### src/rtl/jtframe_ps2_rx.sv
// PS/2 receive-only front end: synchronise, deglitch ps2_clk, deframe 11-bit frames.
// Optional macro JTFRAME_PS2_TIMEOUT_EN abandons frames after TIMEOUT idle clk cycles.
module jtframe_ps2_rx #(
  parameter int FILTER_LEN = 8,
  parameter int TIMEOUT    = 48000
) (
  input  logic       clk,
  input  logic       rst,
  input  logic       ps2_clk,
  input  logic       ps2_data,
  output logic [7:0] data,
  output logic       valid,
  output logic       error
);

  if (FILTER_LEN < 2 || FILTER_LEN > 32 || TIMEOUT < 1) begin : g_bad_param
    $error("jtframe_ps2_rx: FILTER_LEN must be 2..32 and TIMEOUT >= 1");
  end

  typedef enum logic [1:0] {IDLE, DATA, PARITY, STOP} state_t;

  logic [1:0]            clk_sync, dat_sync;
  logic [FILTER_LEN-1:0] hist;
  logic                  fclk, fclk_d, fall;

  // Sync FFs and filter preset to the idle-high line level
  always_ff @(posedge clk) begin
    if (rst) begin
      clk_sync <= '1;
      dat_sync <= '1;
      hist     <= '1;
      fclk     <= 1'b1;
      fclk_d   <= 1'b1;
    end else begin
      clk_sync <= {clk_sync[0], ps2_clk};
      dat_sync <= {dat_sync[0], ps2_data};
      hist     <= {hist[FILTER_LEN-2:0], clk_sync[1]};
      fclk_d   <= fclk;
      if (hist == '0)
        fclk <= 1'b0;
      else if (&hist)
        fclk <= 1'b1;
    end
  end

  assign fall = fclk_d & ~fclk;

  state_t     state, state_nxt;
  logic [2:0] cnt, cnt_nxt;
  logic [7:0] shift, shift_nxt, data_nxt;
  logic       par, par_nxt, valid_nxt, error_nxt;
  logic       to_hit;

`ifdef JTFRAME_PS2_TIMEOUT_EN
  localparam int TW = $clog2(TIMEOUT + 1);
  logic [TW-1:0] to_cnt;

  assign to_hit = (state != IDLE) && (to_cnt == TW'(TIMEOUT));

  always_ff @(posedge clk) begin
    if (rst || to_hit || state == IDLE || fclk != fclk_d)
      to_cnt <= '0;
    else if (to_cnt != TW'(TIMEOUT))
      to_cnt <= to_cnt + 1'b1;
  end
`else
  assign to_hit = 1'b0;
`endif

  always_ff @(posedge clk) begin
    if (rst) begin
      state <= IDLE;
      cnt   <= '0;
      shift <= '0;
      par   <= 1'b0;
      data  <= '0;
      valid <= 1'b0;
      error <= 1'b0;
    end else begin
      state <= state_nxt;
      cnt   <= cnt_nxt;
      shift <= shift_nxt;
      par   <= par_nxt;
      data  <= data_nxt;
      valid <= valid_nxt;
      error <= error_nxt;
    end
  end

  always_comb begin
    state_nxt = state;
    cnt_nxt   = cnt;
    shift_nxt = shift;
    par_nxt   = par;
    data_nxt  = data;
    valid_nxt = 1'b0;
    error_nxt = 1'b0;
    if (to_hit) begin
      state_nxt = IDLE;
      error_nxt = 1'b1;
    end else if (fall) begin
      case (state)
        IDLE: if (!dat_sync[1]) begin
          state_nxt = DATA;
          cnt_nxt   = '0;
        end
        DATA: begin
          shift_nxt = {dat_sync[1], shift[7:1]};
          cnt_nxt   = cnt + 3'd1;
          if (cnt == 3'd7) state_nxt = PARITY;
        end
        PARITY: begin
          par_nxt   = dat_sync[1];
          state_nxt = STOP;
        end
        STOP: begin
          // odd parity: XOR over data and parity bit must be 1
          if (dat_sync[1] && (^shift ^ par)) begin
            data_nxt  = shift;
            valid_nxt = 1'b1;
          end else begin
            error_nxt = 1'b1;
          end
          state_nxt = IDLE;
        end
        default: state_nxt = IDLE;
      endcase
    end
  end

endmodule

### config.mk
export PLATFORM = sky130hd
export DESIGN_NAME = jtframe_ps2_rx
export DESIGN_NICKNAME = d
export VERILOG_FILES = /design/src/rtl/jtframe_ps2_rx.sv
export SDC_FILE = /design/constraint.sdc
export NUM_CORES = 1
export LEC_CHECK = 0
export BUFFER_PORTS_ARGS = -buffer_cell sky130_fd_sc_hd__buf_2
export CAP_MARGIN = 10
export CORE_MARGIN = 5
export CORE_UTILIZATION = 41
export DETAILED_ROUTE_END_ITERATION = 10
export PLACE_DENSITY = 0.64
export SETUP_SLACK_MARGIN = 0.05
export SYNTH_ARGS = -nofsm -noshare
export SYNTH_HDL_FRONTEND = slang
export SYNTH_SLANG_ARGS = --single-unit
export TNS_END_PERCENT = 10
### constraint.sdc
create_clock -name clk -period 2.2 [get_ports clk]
set_input_delay 0.55 -clock clk [delete_from_list [all_inputs] [get_ports clk]]
set_output_delay 0.55 -clock clk [all_outputs]
set_load 0.03 [all_outputs]
Yosys cells after proc, flatten, opt, wreduce, memory -nomap -nowiden
Cells that the tools add are included.
{ "totals": {"register_bits": 38, "word_cells": 46, "input_bits": 4} }
{ "classes": {"eq_ne": 6, "n_reduce_logical": 13, "bitwise_logic": 5, "muxes": 9, "add_sub_neg": 1} }
{ "ops": {"columns": ["op", "count"], "rows": [
  ["$reduce_and A3 Y1", 3],
  ["$logic_not A8 Y1", 1],
  ["$pmux W2 S4", 1],
  ["$reduce_and A8 Y1", 1],
  ["$reduce_xor A8 Y1", 1],
  ["$pmux W3 S2", 1],
  ["$eq A2 B2 Y1 const B", 2],
  ["$mux W1", 4],
  ["$mux W2", 2],
  ["$ne A2 B2 Y1 const B", 2],
  ["$reduce_and A2 Y1", 2],
  ["$reduce_bool A2 Y1", 2],
  ["$add A3 B1 Y3 const B", 1],
  ["$eq A3 B3 Y1 const B", 1],
  ["$mux W3", 1],
  ["$not A1 Y1", 3],
  ["$reduce_or A3 Y1", 1],
  ["$eq A2 B1 Y1 const B", 1],
  ["$logic_not A2 Y1", 1],
  ["$and A1 B1 Y1", 1],
  ["$logic_and A1 B1 Y1", 1],
  ["$xor A1 B1 Y1", 1]
]} }

Logic depth before layout (Yosys ltp)
Gate-level depths: netlist of run 1.
{ "depth": {"ltp_word": 4, "mapped_depth": 7, "mapped_depth_nobuf": 6} }

Worst setup path after synthesis of run 1
No wires, ideal clock.
{ "synth_timing": {"path_type": "register to register", "start": "reg shift[0]", "end": "reg data[0]", "stages_incl_launch_ff": 5, "path_slack_ps": 527, "setup_time_ps": 72, "path_buffers": 0, "synth_period_minus_slack_ps": 1673, "arrival_ps": 1601, "required_ps": 2128, "cell_sequence": "dfxtp_1 xor3_1 or2_2 mux2i_4 mux2i_1"} }
{ "synth_via": {"elab_chain_cells": 4} }
{ "synth_lines": {"columns": ["item", "line", "rtl"], "rows": [
  ["start: declaration", "50", "logic [7:0] shift, shift_nxt, data_nxt;"],
  ["start signal: assignment", "82", "shift <= shift_nxt;"],
  ["$reduce_xor A8 Y1", "118", "if (dat_sync[1] && (^shift ^ par)) begin"],
  ["$xor A1 B1 Y1", "118", null],
  ["$logic_and A1 B1 Y1", "118", null],
  ["$reduce_and A3 Y1 (no line)", null, null],
  ["end signal: assignment", "84", "data <= data_nxt;"],
  ["end: declaration", "11", "output logic [7:0] data,"]
]} }
Several ways; a longest one is shown, not always the timed one.
A chain may end at the register's enable or synchronous reset.

Worst setup path after layout of run 1
{ "layout_timing": {"start": "reg shift[0]", "end": "reg data[6]"} }
{ "layout_via": {"elab_chain_cells": 4} }
{ "layout_lines": {"columns": ["item", "line"], "rows": [
  ["$reduce_xor A8 Y1", "118"],
  ["$xor A1 B1 Y1", "118"],
  ["$logic_and A1 B1 Y1", "118"],
  ["$reduce_and A3 Y1 (no line)", null]
]} }
No other way between the ends.

==> results of run 1 <==
[worst max-delay path: stages, from the launching register on]
cell and delay, ns:
dfxtp_1 0.35, xor3_1 0.47, or2_2 0.32, mux2i_4 0.39
mux2i_1 0.24
[kinds of logic after synthesis]
logic type | count (synthesis)
AND/OR/NAND/NOR | 60
buffers and inverters | 9
AO/OA/AOI/OAI | 13
XOR/XNOR | 6
multiplexers | 17
flip-flops | 38
adder cells (fa/ha/maj) | 6
[per-stage QoR]
| step | instances | hold slack (ns) | util [%] | setup WS, ns |
|---|---|---|---|---|
| floorplan | 149 | 0.389 | - | 0.527 |
| detailed placement | 206 | 0.397 | 45.6 | 0.338 |
| global route | 213 | 0.430 | 47.7 | 0.267 |
| global placement | 206 | 0.392 | 45.6 | 0.426 |
| finish | 213 | 0.409 | 47.7 | 0.360 |
| CTS | 213 | 0.413 | 47.7 | 0.326 |
[layer usage]
layer  vias up  part of all wire, %  routed length [microns]  GRT usage [%]
met5         -                    0                        0              0
met4         0                  2.4                       58           6.89
met3         6                  5.5                      134           3.65
met2        15                   46                     1140           17.9
met1       468                   46                     1130           12.2
li1        526                    -                        -              -
[cell type report]
class / instances / area, sq um / share of cell area [%]
clock buffer: 7 / 76.3 / 4.37
inverter: 3 / 11.3 / 0.645
multi-input combinational: 102 / 757 / 43.4
sequential: 38 / 761 / 43.6
tap: 48 / 60.1 / 3.44
timing repair buffer: 15 / 80.1 / 4.59
[power by group through the flow]
stage          Sequential, mW  Combinational [mW]  Clock, mW
2_1_floorplan           0.709              0.0156          0
3_3_place_gp            0.710              0.0236          0
3_5_place_dp            0.710              0.0242          0
4_1_cts                 0.694              0.0241      0.451
5_1_grt                 0.695              0.0266      0.479
6_report                0.695              0.0239      0.429
[flip-flops by register name, summed over array words and instances (netlist names)]
| name | count |
|---|---|
| error | 1 |
| fclk_d | 1 |
| par | 1 |
| hist | 8 |
| cnt | 3 |
| valid | 1 |
| dat_sync | 2 |
| data | 8 |
| fclk | 1 |
| clk_sync | 2 |
| state | 2 |
| shift | 8 |
[worst paths after layout]
kind,to,slack [ns],cells past startpoint
worst max register to register,data[6]$_SDFFE_PP0P_,0.36,4
worst min register to register,hist[0]$_SDFF_PP1_,0.41,1
worst max-delay path,data[6]$_SDFFE_PP0P_,0.36,4
worst min-delay path,hist[0]$_SDFF_PP1_,0.41,1
[cell usage in the layout, fill, tap and decap left out]
master    netlist  final
xor2_1          1      1
nor2_1         13     13
xor3_1          1      1
a32oi_1         2      2
clkbuf_1        6      2
a31oi_1         2      2
or2b_1          1      1
buf_2           0     13
dfxtp_1        38     38
nor3_1          1      1
clkbuf_8        0      5
nand2_1         5      5
or2_2          13     13
mux2i_4         1      1
mux2i_1        16     16
xnor3_2         1      1
buf_4           0      2
a311oi_1        1      1
nor2b_1         2      2
nand2b_1       17     17
nand3_1         2      2
nand4_1         1      1
o211ai_1        1      1
xnor2_1         3      3
ha_1            6      6
nor4_1          1      1
nand4b_1        1      1
inv_1           3      3
and2_0          1      1
nand3b_1        2      2
a21oi_1         5      5
o21a_1          1      1
o21ai_0         1      1
==> reports/metrics.csv, run 1 <==
metric;value;unit
gp_congestion;0.755;
clk_pin_slew_worst_paths;0.06;ns
seqPwrFrac;60.5;%
pwr-share-comb;2.1;%
synth-xor-area-share;5.32;%
status;finished clean;
fmaxAchievable;544;MHz
initial_core_util;42.4;%
fillers;351;
ctsRootBufferMaster;clkbuf_8;
fp.dieW;71.5;microns
relSlewSlack;69.3;%
finClkSkew;0.00156;ns
drc_errors;0;
layout-drive-gt1-share;21.2;%
grt_overflow_total;0;
swShare;19.7;%
routed_wl;2460;microns
fp.dieH;71.5;microns
p_per_area;658;nW/um^2
synthesis.instances;149;
power;1.15;mW
cts_buffers;5;
core_area;3660;sq um
antenna_left;0;
synthAdderAreaFrac;4.84;%
critical_path_class;reg2reg;
fin_area;1750;sq um
muxShareOfSynthArea;11.8;%
ioPinCount;14;
cts_tree;yes;
cp-startpoint;shift[0]$_SDFFE_PP0P_;
synthToLayoutAreaGrowth;12.5;%
synthesis.area;1550;sq um
avgSynthCellArea;10.4;sq um
min_from;clk_sync[1]$_SDFF_PP1_;
synth_top_family_by_area;simple AND/OR/NAND/NOR gates;
period_needed;1.84;ns
cts_sinks;38;
finalNetCount;175;
post_cts_buffers;0;
port_buffers;13;
finalSetupViolCount;0;
synth_edf_count;0;
power_leakage;0.727;nW
synthArstFlopShare;0;%
synth_top_area_share;49.0;%
maxCapViolCount;0;
synth-simple-area-share;21.5;%
first_global_vias;992;
cts_buffer_depth;2;
placed_cell_area;1670;sq um
ys_warn_count;0;
post-route-period-util;83.6;%
p_clk_share;37.4;%
synth_compound_area_share;5.40;%
synth_ff_type;dfxtp_1;
ys_types;30;
via_per_inst;4.77;
ys_top_cells_by_area;dfxtp_1, mux2i_1, nand2b_1;
setup_tns;0;ns
cts_hold_buffers;0;
cp-end-kind;register;
hold_viol_final;0;
dp_hpwl;1790;microns
avgRoutedWirePerCell;11.5;microns
synth_most_common_cell;dfxtp_1;
power_switching;0.226;mW
ys_top_cells_by_count;dfxtp_1, nand2b_1, mux2i_1;
crit_fanout;9;
grt_pass1_wl;4350;microns
critPathArrivalTime;2.05;ns
rsz0062_at_grt;false;
drv_slew;0;
synth-seq-cells;38;
r2r-start;shift[0]$_SDFFE_PP0P_;
yosysSeqAreaShare;49.0;%
critical_path_required;2.41;ns
drtIter0Drc;55;
cts_htree_levels;2;
die_area;5110;sq um
postCtsResizedCells;0;
synth_nets;159;
peakVddDrop;0.000447;V
grt_max_degree;31;
cp-start-kind;register;
drt_pre_antenna_iters;4;
rows;22;
num_vias;1015;
hp-class;reg2reg;
insertion_delay;0.28;ns
track_usage;10.9;%
yosysTopAreaCell;dfxtp_1;
p_int;0.922;mW
antenna_found_initial;0;
diodes;0;
tightest_slew;0.450;ns
No activity file was read; power rests on OpenSTA's default activity.
==> run 2, diff against run 1 <==
Settings changed: ABC_AREA set to 1, PLACE_DENSITY 0.64 to 0.63.
Clock period 2.2 ns to 1.72 ns, I/O delays scaled along.
==> run 2 against run 1 <==
Against the previous run: non-clock buffer count rose by 2; maximum frequency rose by 29%; clock skew rose by 0.0051 ns; sequential cell count did not move; clock power rose by 120%; via count rose by 34%; core utilization rose by 3.2 points; critical path type unchanged; critical endpoint is now data[7]$_SDFFE_PP0P_; largest power group is now the clock network.
==> reports/metrics.csv, run 2 <==
metric;value;unit;change
cts_htree_levels;2;;unchanged
avgRoutedWirePerCell;10.3;microns;-11%
num_vias;1361;;+34%
cts_buffers;5;;unchanged
rows;22;;unchanged
synthArstFlopShare;0;%;unchanged
initial_core_util;43.4;%;+1.0 points
layout-drive-gt1-share;19.2;%;-2.0 points
period_needed;1.42;ns;-0.419 ns
multi_input_area;732;sq um;-3.3%
rsz0062_at_grt;false;;
post-route-period-util;82.6;%;-1.0 points
final_cell_mix;nand2_1, dfxtp_1, nor2_1;;
ys_types;21;;-30%
antenna_left;0;;unchanged
cp-start-kind;register;;
drc_errors;0;;unchanged
layout_commonest_cell;nand2_1;;
ys_top_cells_by_area;dfxtp_1, nand2_1, nor2_1;;
crit_fanout;8;;-1
placed_cells;279;;+35%
top_regs;data: 8 flops, hist: 8 flops, shift: 8 flops;;
avgSynthCellArea;7.42;sq um;-29%
finalNetCount;248;;+42%
yosysSeqAreaShare;46.8;%;-2.2 points
ctsRootBufferMaster;clkbuf_8;;
critical_path_class;reg2reg;;
drtIter0Drc;54;;-1.8%
cts_hold_buffers;0;;unchanged
diodes;0;;unchanged
seq_area;761;sq um;unchanged
critPathArrivalTime;1.61;ns;-0.44 ns
drv_slew;0;;unchanged
synth_most_common_cell;nand2_1;;
first_global_vias;1177;;+19%
fillers;401;;+14%
grt_pass1_wl;5260;microns;+21%
insertion_delay;0.29;ns;about the same
critical_path_required;1.91;ns;-0.50 ns
postCtsResizedCells;0;;unchanged
wl_met2;1390;microns;+22%
cp-end-kind;register;;
tightest_slew;0.447;ns;-0.00360 ns
power_leakage;0.933;nW;+28%
synthToLayoutAreaGrowth;17.2;%;
fmaxAchievable;704;MHz;+29%
peakVddDrop;0.000457;V;+2.3%
p_clk_share;50.1;%;+13 points
seqPwrFrac;47.7;%;-13 points
hp-class;in2reg;;
dp_hpwl;2190;microns;+23%
pwr-share-comb;2.2;%;about the same
maxCapViolCount;0;;unchanged
fp.dieW;72.9;microns;+2.0%
core_area;3740;sq um;+2.3%
dr.max_layer_used;met4;;
ys_top_cells_by_count;nand2_1, dfxtp_1, nor2_1;;
hold_viol_final;0;;unchanged
post_cts_buffers;0;;unchanged
die_area;5320;sq um;+4.0%
cts_buffer_depth;2;;unchanged
ioPinCount;14;;unchanged
finClkSkew;0.00670;ns;+0.00514 ns
p_per_area;978;nW/um^2;+49%
synthesis.area;1620;sq um;+4.7%
track_usage;12.8;%;+1.9 points
synthesis.instances;219;;+47%
synth_edf_count;0;;unchanged
finalSetupViolCount;0;;unchanged
gp_congestion;0.837;;+11%
antenna_found_initial;0;;unchanged
swShare;18.3;%;-1.4 points
power_switching;0.340;mW;+50%
routed_wl;2960;microns;+21%
synth_top_area_share;46.8;%;-2.2 points
fp.dieH;72.9;microns;+2.0%
via_per_inst;4.74;;-0.48%
instances_no_fill;287;;+35%
ys_warn_count;0;;unchanged
synth-seq-cells;38;;unchanged
relSlewSlack;70.1;%;+0.81 points
yosysTopAreaCell;dfxtp_1;;
cts_sinks;38;;unchanged
wl_met3;123;microns;-8.2%
grt_overflow_total;0;;unchanged
drt_pre_antenna_iters;4;;unchanged
grt_max_degree;22;;-29%
port_buffers;13;;unchanged
synth_nets;229;;+44%
status;finished clean;;
cts_tree;yes;;
p_int;1.52;mW;+65%
wl_met1;1400;microns;+25%
synth_ff_type;dfxtp_1;;
clk_pin_slew_worst_paths;0.07;ns;about the same
setup_tns;0;ns;unchanged
==> run 2: critical path: stages, from the launching register on <==
cell     delay [ns]
dfxtp_1        0.34
nand2_1        0.09
inv_1          0.04
nor2_1         0.17
nand2_1        0.10
nand2_1        0.07
nand2_1        0.06
nand2_1        0.06
nand2_1        0.06
nand2_2        0.13
nand4_1        0.11
nand2_1        0.07
nor2_1         0.03
==> run 2: layout make-up <==
cell class                      count  area share, %
Timing Repair Buffer               17           5.00
Tap cell                           48           3.16
Clock buffer                        6           4.34
Inverter                           30           5.92
Clock inverter                      2           3.16
Sequential cell                    38           40.0
Multi-Input combinational cell    146           38.5
==> run 2: through the flow <==
stage | area, sq um | power [mW] | worst slack, ns | util, % | hold WS [ns]
5_1_grt | 1900 | 1.94 | 0.0797 | 50.8 | 0.313
2_1_floorplan | 1620 | 0.933 | 0.459 | - | 0.389
3_5_place_dp | 1760 | 0.950 | 0.307 | 47.0 | 0.393
3_3_place_gp | 1760 | 0.950 | 0.314 | 47.0 | 0.391
4_1_cts | 1900 | 1.88 | 0.279 | 50.8 | 0.306
6_report | 1900 | 1.86 | 0.299 | 50.8 | 0.313
==> run 2: power by group through the flow <==
stage               clock [mW]  combinational, mW  sequential (mW)
detailed placement           0             0.0422            0.907
global placement             0             0.0427            0.907
finish                   0.932             0.0409            0.887
CTS                      0.955             0.0421            0.887
global route              1.00             0.0478            0.887
floorplan                    0             0.0263            0.907
==> run 2: layer usage <==
layer | global-route usage [%] | up-vias
met2 | 19.1 | 16
met3 | 5.10 | 6
met1 | 16.6 | 610
met4 | 4.92 | 0
met5 | 0 | -
li1 | - | 729
==> run 2: cell families after synthesis <==
group / share of synthesized area (%)
adder cells (fa/ha/maj): 4.62
flip-flops: 46.8
buffers and inverters: 8.09
AND/OR/NAND/NOR: 31.1
AO/OA/AOI/OAI: 9.32
==> run 2: path summary, 6_finish.rpt <==
check | startpoint | to | slack (ns) | depth (start not counted)
max | shift[3]$_SDFFE_PP0P_ | data[7]$_SDFFE_PP0P_ | 0.30 | 12
min | ps2_data | dat_sync[0]$_SDFF_PP1_ | 0.31 | 2
max reg2reg | shift[3]$_SDFFE_PP0P_ | data[7]$_SDFFE_PP0P_ | 0.30 | 12
min reg2reg | clk_sync[0]$_SDFF_PP1_ | clk_sync[1]$_SDFF_PP1_ | 0.41 | 1
